## config.mk

```make
export PLATFORM = sky130hd
export DESIGN_NAME = image_half_scale
export DESIGN_NICKNAME = d
export VERILOG_FILES = /design/src/rtl/image_half_scale_pkg.sv /design/src/rtl/image_half_scale_avg4.sv /design/src/rtl/image_half_scale.sv
export SDC_FILE = /design/constraint.sdc
export NUM_CORES = 1
export LEC_CHECK = 0
export CORE_UTILIZATION = 37
export DETAILED_ROUTE_END_ITERATION = 7
export DONT_BUFFER_PORTS = 1
export PLACE_DENSITY_LB_ADDON = 0.08
export SETUP_SLACK_MARGIN = 0.2
export SLEW_MARGIN = 20
export SYNTH_ARGS = -nofsm -noshare
export SYNTH_HDL_FRONTEND = slang
export SYNTH_SLANG_ARGS = --single-unit
```

## constraint.sdc

```tcl
create_clock -name clk -period 2.51 [get_ports clk]
set_input_delay 0.1255 -clock clk [delete_from_list [all_inputs] [get_ports clk]]
set_output_delay 0.1255 -clock clk [all_outputs]
set_load 0.01 [all_outputs]
```

## src/rtl/image_half_scale_pkg.sv

```systemverilog
// Shared constants and helpers for the image_half_scale 2x2 box-filter downscaler.
// Build option: define IMAGE_HALF_SCALE_ROUND_EN to round the average half-up
// instead of truncating it.
package image_half_scale_pkg;

  // Number of colour channels packed into one pixel (R in the MSBs, then G, then B).
  localparam int NUM_CH = 3;

  // Width of the column and row counters; covers frames up to 2048x2048.
  localparam int CNT_W = 11;

  // Width of one colour channel for a given pixel width.
  function automatic int ch_width(input int data_width);
    return data_width / NUM_CH;
  endfunction

endpackage

```

## src/rtl/image_half_scale_avg4.sv

```systemverilog
// image_avg4: averages four samples of one colour channel.
// Stage 1 registers the full-precision sum; stage 2 registers the shifted
// (and optionally rounded) average. Both stages are load-enabled so the
// output holds its last value between accepted windows.
// Build option: IMAGE_HALF_SCALE_ROUND_EN selects (sum+2)>>2 over sum>>2.
module image_avg4 #(
  parameter int CW = 8
) (
  input  logic          clk,
  input  logic          rst_n,
  input  logic          sum_en_i,
  input  logic          avg_en_i,
  input  logic [CW-1:0] pix0_i,
  input  logic [CW-1:0] pix1_i,
  input  logic [CW-1:0] pix2_i,
  input  logic [CW-1:0] pix3_i,
  output logic [CW-1:0] avg_o
);

  // Two extra bits hold the sum of four full-scale samples without overflow.
  localparam int SW = CW + 2;

  logic [SW-1:0] sum_d;
  logic [SW-1:0] sum_q;
  logic [SW-1:0] rnd;
  logic [CW-1:0] avg_d;
  logic [CW-1:0] avg_q;

  // Full-precision sum of the four window samples.
  always_comb begin
    sum_d = {2'b00, pix0_i} + {2'b00, pix1_i} + {2'b00, pix2_i} + {2'b00, pix3_i};
  end

  // Stage 1: capture the sum only for accepted windows.
  always_ff @(posedge clk or negedge rst_n) begin
    if (!rst_n) begin
      sum_q <= '0;
    end else if (sum_en_i) begin
      sum_q <= sum_d;
    end
  end

  // Divide by four; the rounding offset cannot overflow since 4*max+2 < 2^SW.
  always_comb begin
`ifdef IMAGE_HALF_SCALE_ROUND_EN
    rnd = sum_q + SW'(2);
`else
    rnd = sum_q;
`endif
    avg_d = CW'(rnd >> 2);
  end

  // Stage 2: update the averaged sample when a stage-1 result is valid.
  always_ff @(posedge clk or negedge rst_n) begin
    if (!rst_n) begin
      avg_q <= '0;
    end else if (avg_en_i) begin
      avg_q <= avg_d;
    end
  end

  assign avg_o = avg_q;

endmodule

```

## src/rtl/image_half_scale.sv

```systemverilog
// image_half_scale: 2x2 box-filter downscaler fed by a 2x2 window generator.
// Emits one averaged pixel for every complete, non-overlapping 2x2 block
// (odd column and odd row of the window position), giving a half-width,
// half-height stream. Sync signals travel through a matching 2-stage delay.
// Build option: IMAGE_HALF_SCALE_ROUND_EN enables round-half-up averaging.
module image_half_scale
  import image_half_scale_pkg::*;
#(
  parameter int DATA_WIDTH    = 24,
  parameter int FRAME_H_PIXEL = 1920,
  parameter int FRAME_V_PIXEL = 1080
) (
  input  logic                  clk,
  input  logic                  rst_n,
  input  logic                  frame_rst,
  input  logic                  frame_i_vs,
  input  logic                  frame_i_hs,
  input  logic                  frame_i_valid,
  input  logic [DATA_WIDTH-1:0] frame_i_data_0,
  input  logic [DATA_WIDTH-1:0] frame_i_data_1,
  input  logic [DATA_WIDTH-1:0] frame_i_data_2,
  input  logic [DATA_WIDTH-1:0] frame_i_data_3,
  output logic                  frame_o_vs,
  output logic                  frame_o_hs,
  output logic                  frame_o_valid,
  output logic [DATA_WIDTH-1:0] frame_o_data
);

  localparam int CW = ch_width(DATA_WIDTH);
  localparam logic [CNT_W-1:0] COL_LAST = CNT_W'(FRAME_H_PIXEL - 1);
  localparam logic [CNT_W-1:0] ROW_LAST = CNT_W'(FRAME_V_PIXEL - 1);

  logic [CNT_W-1:0] col_q;
  logic [CNT_W-1:0] col_d;
  logic [CNT_W-1:0] row_q;
  logic [CNT_W-1:0] row_d;
  logic [CNT_W-1:0] col_cur;
  logic [CNT_W-1:0] row_cur;
  logic             vs_prev_q;
  logic             vs_rise;
  logic             accept;

  logic             valid1_q;
  logic             valid1_d;
  logic             vs1_q;
  logic             vs1_d;
  logic             hs1_q;
  logic             hs1_d;
  logic             valid2_q;
  logic             valid2_d;
  logic             vs2_q;
  logic             vs2_d;
  logic             hs2_q;
  logic             hs2_d;
  logic             avg_en;

  // Window position tracking: a vs rising edge makes the current cycle col 0,
  // row 0, so a valid on that same cycle is counted as the first pixel.
  always_comb begin
    vs_rise = frame_i_vs & ~vs_prev_q;
    col_cur = vs_rise ? '0 : col_q;
    row_cur = vs_rise ? '0 : row_q;
    accept  = frame_i_valid & col_cur[0] & row_cur[0] & ~frame_rst;
    col_d   = col_cur;
    row_d   = row_cur;
    if (frame_rst) begin
      col_d = '0;
      row_d = '0;
    end else if (frame_i_valid) begin
      if (col_cur == COL_LAST) begin
        col_d = '0;
        row_d = (row_cur == ROW_LAST) ? '0 : row_cur + CNT_W'(1);
      end else begin
        col_d = col_cur + CNT_W'(1);
      end
    end
  end

  // Counter and vs edge-detect registers.
  always_ff @(posedge clk or negedge rst_n) begin
    if (!rst_n) begin
      col_q     <= '0;
      row_q     <= '0;
      vs_prev_q <= 1'b0;
    end else begin
      col_q     <= col_d;
      row_q     <= row_d;
      vs_prev_q <= frame_i_vs;
    end
  end

  // Valid and sync pipeline next-state; frame_rst flushes both stages.
  always_comb begin
    valid1_d = accept;
    vs1_d    = frame_i_vs;
    hs1_d    = frame_i_hs;
    valid2_d = valid1_q;
    vs2_d    = vs1_q;
    hs2_d    = hs1_q;
    avg_en   = valid1_q & ~frame_rst;
    if (frame_rst) begin
      valid1_d = 1'b0;
      vs1_d    = 1'b0;
      hs1_d    = 1'b0;
      valid2_d = 1'b0;
      vs2_d    = 1'b0;
      hs2_d    = 1'b0;
    end
  end

  // Stage 1 and stage 2 valid/sync registers, aligned with the data stages.
  always_ff @(posedge clk or negedge rst_n) begin
    if (!rst_n) begin
      valid1_q <= 1'b0;
      vs1_q    <= 1'b0;
      hs1_q    <= 1'b0;
      valid2_q <= 1'b0;
      vs2_q    <= 1'b0;
      hs2_q    <= 1'b0;
    end else begin
      valid1_q <= valid1_d;
      vs1_q    <= vs1_d;
      hs1_q    <= hs1_d;
      valid2_q <= valid2_d;
      vs2_q    <= vs2_d;
      hs2_q    <= hs2_d;
    end
  end

  // One averaging datapath per colour channel; channel gi sits at bits gi*CW.
  for (genvar gi = 0; gi < NUM_CH; gi++) begin : g_ch
    image_avg4 #(
      .CW(CW)
    ) u_avg4 (
      .clk     (clk),
      .rst_n   (rst_n),
      .sum_en_i(accept),
      .avg_en_i(avg_en),
      .pix0_i  (frame_i_data_0[gi*CW +: CW]),
      .pix1_i  (frame_i_data_1[gi*CW +: CW]),
      .pix2_i  (frame_i_data_2[gi*CW +: CW]),
      .pix3_i  (frame_i_data_3[gi*CW +: CW]),
      .avg_o   (frame_o_data[gi*CW +: CW])
    );
  end

  assign frame_o_valid = valid2_q;
  assign frame_o_vs    = vs2_q;
  assign frame_o_hs    = hs2_q;

endmodule

```

[Yosys cells after proc, flatten, opt, wreduce, memory -nomap -nowiden]
Index checks and enable logic that the tools add are counted.
Word-level totals
  register bits: 83
  bits of input ports: 102
  output and inout bits: 27
  logic and storage cells: 50
Cells by class
  $add $sub $neg: 11
  eq/ne operators: 2
  mux-type cells: 15
  bitwise gates (word level): 7
Operators with widths (number)
  two-way mux 11 bit: 9
  adder 10 x 8 -> 10 bit: 6
  adder 8 x 8 -> 9 bit: 3
  adder 11 x 1 -> 11 bit, second input constant: 2
  equality test 11 bit, second input constant: 2
  two-way mux 1 bit: 6
  AND 1 bit: 5
  inverter 1 bit: 2

[Longest topological paths before layout]
  depth after elaboration: 8
  depth in mapped cells: 16
  mapped depth without buffers: 16

[Hierarchy]
From an unflattened synthesis, not the netlist that was laid out.
Unflattened totals
  cell total of the unflattened synthesis: 579
  area, all modules: 5684.2 sq um
By module, submodules not included
  image_half_scale: instances 1, cells each 152, area an instance 1487.7 sq um, sequential area each 725.7 sq um
  image_avg4 (g_ch[2].u_avg4): instances 1, cells each 143, area an instance 1403.8 sq um, sequential area each 400.4 sq um
  image_avg4 (g_ch[1].u_avg4): instances 1, cells each 142, area an instance 1397.6 sq um, sequential area each 400.4 sq um
  image_avg4 (g_ch[0].u_avg4): instances 1, cells each 142, area an instance 1395.1 sq um, sequential area each 400.4 sq um

[Least setup slack after synthesis]
No wires, ideal clock.
  kind: input-to-reg
  from: in frame_i_data_0[17]
  to: reg g_ch[2].u_avg4.sum_q[8]
  library setup time: 0.065 ns
  arrival: 3.031 ns
  required time: 2.445 ns
  path slack: -0.585 ns
  stages on the path: 14
  path buffers: 0
  cells stage by stage: ha_1 -> a211oi_1 -> o21ai_0 -> a211o_1 -> a21oi_1 -> xor2_1 -> fa_1 -> inv_1 -> ha_1 -> or3b_2 -> o21ai_0 -> nor3_1 -> nor3_1 -> a211o_1
Between the ends
  cells in the longest elaborated chain, start to end: 3
Ends and longest elaborated chain
  from (decl): RTL line image_half_scale.sv:19  | input logic [DATA_WIDTH-1:0] frame_i_data_0,
  adder 8 x 8 -> 9 bit: RTL line image_half_scale_avg4.sv:31  | sum_d = {2'b00, pix0_i} + {2'b00, pix1_i} + {2'b00, pix2_i} + {2'b00, pix3_i};
  adder 10 x 8 -> 10 bit (2 in series): RTL line image_half_scale_avg4.sv:31
  to (signal assigned): RTL line image_half_scale_avg4.sv:39  | sum_q <= sum_d;
  to (decl): RTL line image_half_scale_avg4.sv:24  | logic [SW-1:0] sum_q;
No other way between the ends.
A chain may end at the register's enable or synchronous reset.

[Worst setup path after layout]
  from: in frame_i_data_1[16]
  to: reg g_ch[2].u_avg4.sum_q[8]
Between the ends
  cells in the longest elaborated chain, start to end: 3
Ends and longest elaborated chain
  from (decl): RTL line image_half_scale.sv:20  | input logic [DATA_WIDTH-1:0] frame_i_data_1,
  adder 8 x 8 -> 9 bit: RTL line image_half_scale_avg4.sv:31
  adder 10 x 8 -> 10 bit (2 in series): RTL line image_half_scale_avg4.sv:31
No other way between the ends.

==> metrics.yaml <==
worstRegToRegCells: 10
tightest_slew_ns: 0.658
critical_path_arrival_ns: 2.76
synth_area_mm2: 0.00582
grt_max_degree: 78
highest_layer: "met4"
slew_headroom_pct: 56.0
cp.buffers_inverters: 2
placementRows: 45
cts_buffer_depth: 2
syn_inst: 626
diodes: 0
synth_top_family_by_area: "adder cells"
synth_area_per_cell_um2: 9.30
cts-buffers-inserted: 9
wl_met1_um: 5730
placed_area_mm2: 0.00700
total_power_mw: 4.89
critical_path.cell_chain: "ha_4 -> inv_2 -> fa_2 -> nor2b_2 -> o21ai_2 -> a21oi_2 -> nand2b_1 -> fa_1 -> inv_1 -> ha_2 -> o21a_1 -> o32a_1 -> o41ai_4 -> nor4_1 -> a211o_1"
hold_end: "col_q[1]"
wl_met2_um: 6510
io_pins: 129
overflow: 0
critPathRequiredTime_ns: 2.72
dieHeight_um: 127
dieArea_mm2: 0.0162
drtPass1Iterations: 4
timing.final.ws_setup_ns: -0.0394
avgRoutedWirePerCell_um: 14.2
cts_sinks: 77
layoutNonFillerInstCount: 921
synth_area_leader_cell: "dfrtp_1"
violations: "negative setup slack"
grt_pass1_wl_um: 22000
slew_viol_final: 0
synth.area.top_cells: "dfrtp_1 33%, ha_1 11%, fa_1 9.3%"
wl_met3_um: 766
finalClockSkew_ns: 0.00630
die_x_um: 127
fin_crit_ns: 2.55
crit_family: "adder cells"
slowest_stage: "fa_1"
cts_root_buf: "clkbuf_16"
synthMuxAreaShare_pct: 4.81
synth_simple_gate_area_share_pct: 13.9
hold_viol_final: 0
whs_path_depth: 2
clk_latency_ns: 0.33
max-cap-violations: 0
hold_path.startpoint: "frame_i_valid"
synth_adder_area_share_pct: 20.0
track_usage_pct: 16.9
place_inst: 890
max_freq_mhz: 392
r2r_setup_slack_ns: 0.26
drc_errors: 0
crit_type: "input port to register"
wirelength_um: 13100
antenna_found_initial: 0
synth_compound_area_share_pct: 14.8
vias_per_cell: 5.02
power.leakage_nw: 3.66
rsz0062_at_grt: "true"
synth_top_cell_area_share_pct: 33.1
endpoint_kind: "register"
synth_xor_area_share_pct: 5.71
crit_path_max_fanout: 4
core_area_mm2: 0.0153
synth-seq-area-share_pct: 33.1
r2r-start: "vs_prev_q"
yosysMostFrequentCell: "inv_1"
ys_ff_latch: 77
ys_warn_count: 0
critical-path-max-stage-delay_ns: 0.41
gp_congestion: 0.778
synthTopCellsByCount: "101 x inv_1, 77 x dfrtp_1, 55 x nand2_1"
setup_viol: 1
n_fill_cell: 1438
grt_pass1_vias: 4762
status: "complete, but fails checks"
clk_pin_slew_ns: 0.06
nets: 885
fin_crit_sh_pct: 102
peakVddDrop_uv: 275
drtAntennaViolNets: 0
cp-start-kind: "input port"
dp.final_hpwl_um: 9920
drt_iter0_drc: 191
syn2layout_area_growth_pct: 32.5
design_area_mm2: 0.00772
syn_nets: 805
powerDensity_mw_per_mm2: 633
io_buffers: 0
r2r-end: "row_q[10]"
min_path_type: "input port to register"
start_util_pct: 38.2
netlist-cell-type-count: 54
vias: 4621
cts_tree: "done"
synth_ff_type: "dfrtp_1"
htree_levels: 3
synth-edff-count: 0
drive_gt1_share_pct: 34.1
synthArstFlopShare_pct: 100
repair_timing:
action                     4_1_cts  5_1_grt
resized for setup               32       32
setup buffers                    6        4
hold buffers                     6        0
hold endpoints to repair        93        0
setup endpoints to repair       15       20
pin swaps                       26       20
cell usage in the layout (no fill, tap or decap), types with 4 or more instances in the layout:
master          n
inv_1          86
dfrtp_1        77
buf_4          73
nand2_1        55
ha_4           27
mux2_2         24
a21oi_1        24
ha_1           22
fa_1           20
xor2_1         19
nor2_1         19
xnor2_1        15
inv_2          15
a21oi_2        12
o21ai_0        12
o21ai_2        12
nand3_1        12
o21ai_1        11
nand2b_1       11
a21o_1         10
clkbuf_16       9
nor3_1          8
a211o_1         7
fa_2            7
o31ai_1         6
o21a_1          6
a211oi_2        5
nor2b_1         5
dlygate4sd3_1   5
and3_1          4
buf_6           4
area by class of cell:
| type | count | area, um2 | area share [%] |
|---|---|---|---|
| Clock buffer | 10 | 229 | 2.97 |
| Sequential cell | 77 | 1930 | 25.0 |
| Clock inverter | 5 | 61.3 | 0.794 |
| Tap cell | 211 | 264 | 3.42 |
| Multi-Input combinational cell | 432 | 4150 | 53.8 |
| Timing Repair Buffer | 85 | 706 | 9.14 |
| Inverter | 101 | 379 | 4.91 |
cells by family (layout without fill, tap and decap cells):
| kind of cell | after synthesis | after routing |
|---|---|---|
| buf+inv | 117 | 201 |
| xor+xnor | 38 | 38 |
| fa+ha+maj | 77 | 77 |
| simple gates | 156 | 156 |
| mux | 25 | 25 |
| compound gates | 136 | 136 |
| flops | 77 | 77 |
flip-flops by register name, indices dropped and copies added (netlist names):
register           flops
g_ch.u_avg4.rnd       24
frame_o_valid          1
frame_o_vs             1
col_q                 11
hs1_q                  1
frame_o_hs             1
row_q                 11
vs_prev_q              1
vs1_q                  1
valid1_q               1
g_ch.u_avg4.avg_o     24
per-stage QoR:
| stage | setup WS (ns) | setup TNS (ns) | util [%] | hold WS, ns |
|---|---|---|---|---|
| after global placement | -0.393 | -3.52 | 45.9 | -0.167 |
| after detailed placement | -0.453 | -4.23 | 45.9 | -0.168 |
| after CTS | -0.0134 | -0.0134 | 49.5 | 0.0182 |
| after global routing | -0.163 | -0.599 | 50.6 | 0.0432 |
| after floorplan | -0.258 | -1.15 | - | -0.170 |
| final | -0.0394 | -0.0394 | 50.6 | 0.0298 |
report_power, final:
group	switching (mW)	internal [mW]
combinational	1.11	1.26
clock	0.499	0.767
sequential	0.00380	1.25
worst max-delay path by stage:
stage,from,to,cells past startpoint
2_1_floorplan,frame_i_data_1[16],g_ch[2].u_avg4.rnd[8],16
3_3_place_gp,frame_i_data_0[17],g_ch[2].u_avg4.rnd[8],14
3_5_place_dp,frame_i_data_1[16],g_ch[2].u_avg4.rnd[8],14
4_1_cts,frame_i_data_0[17],g_ch[2].u_avg4.rnd[8],13
5_1_grt,frame_i_data_0[17],g_ch[2].u_avg4.rnd[8],13
6_report,frame_i_data_1[16],g_ch[2].u_avg4.rnd[8],15
layer usage:
layer / vias to the layer above / GRT usage, %
met5: - / 0
met4: 0 / 4.48
met3: 5 / 4.52
met2: 110 / 30.0
met1: 2210 / 20.1
li1: 2296 / -
Note: power is estimated with default switching activity, not from simulation.
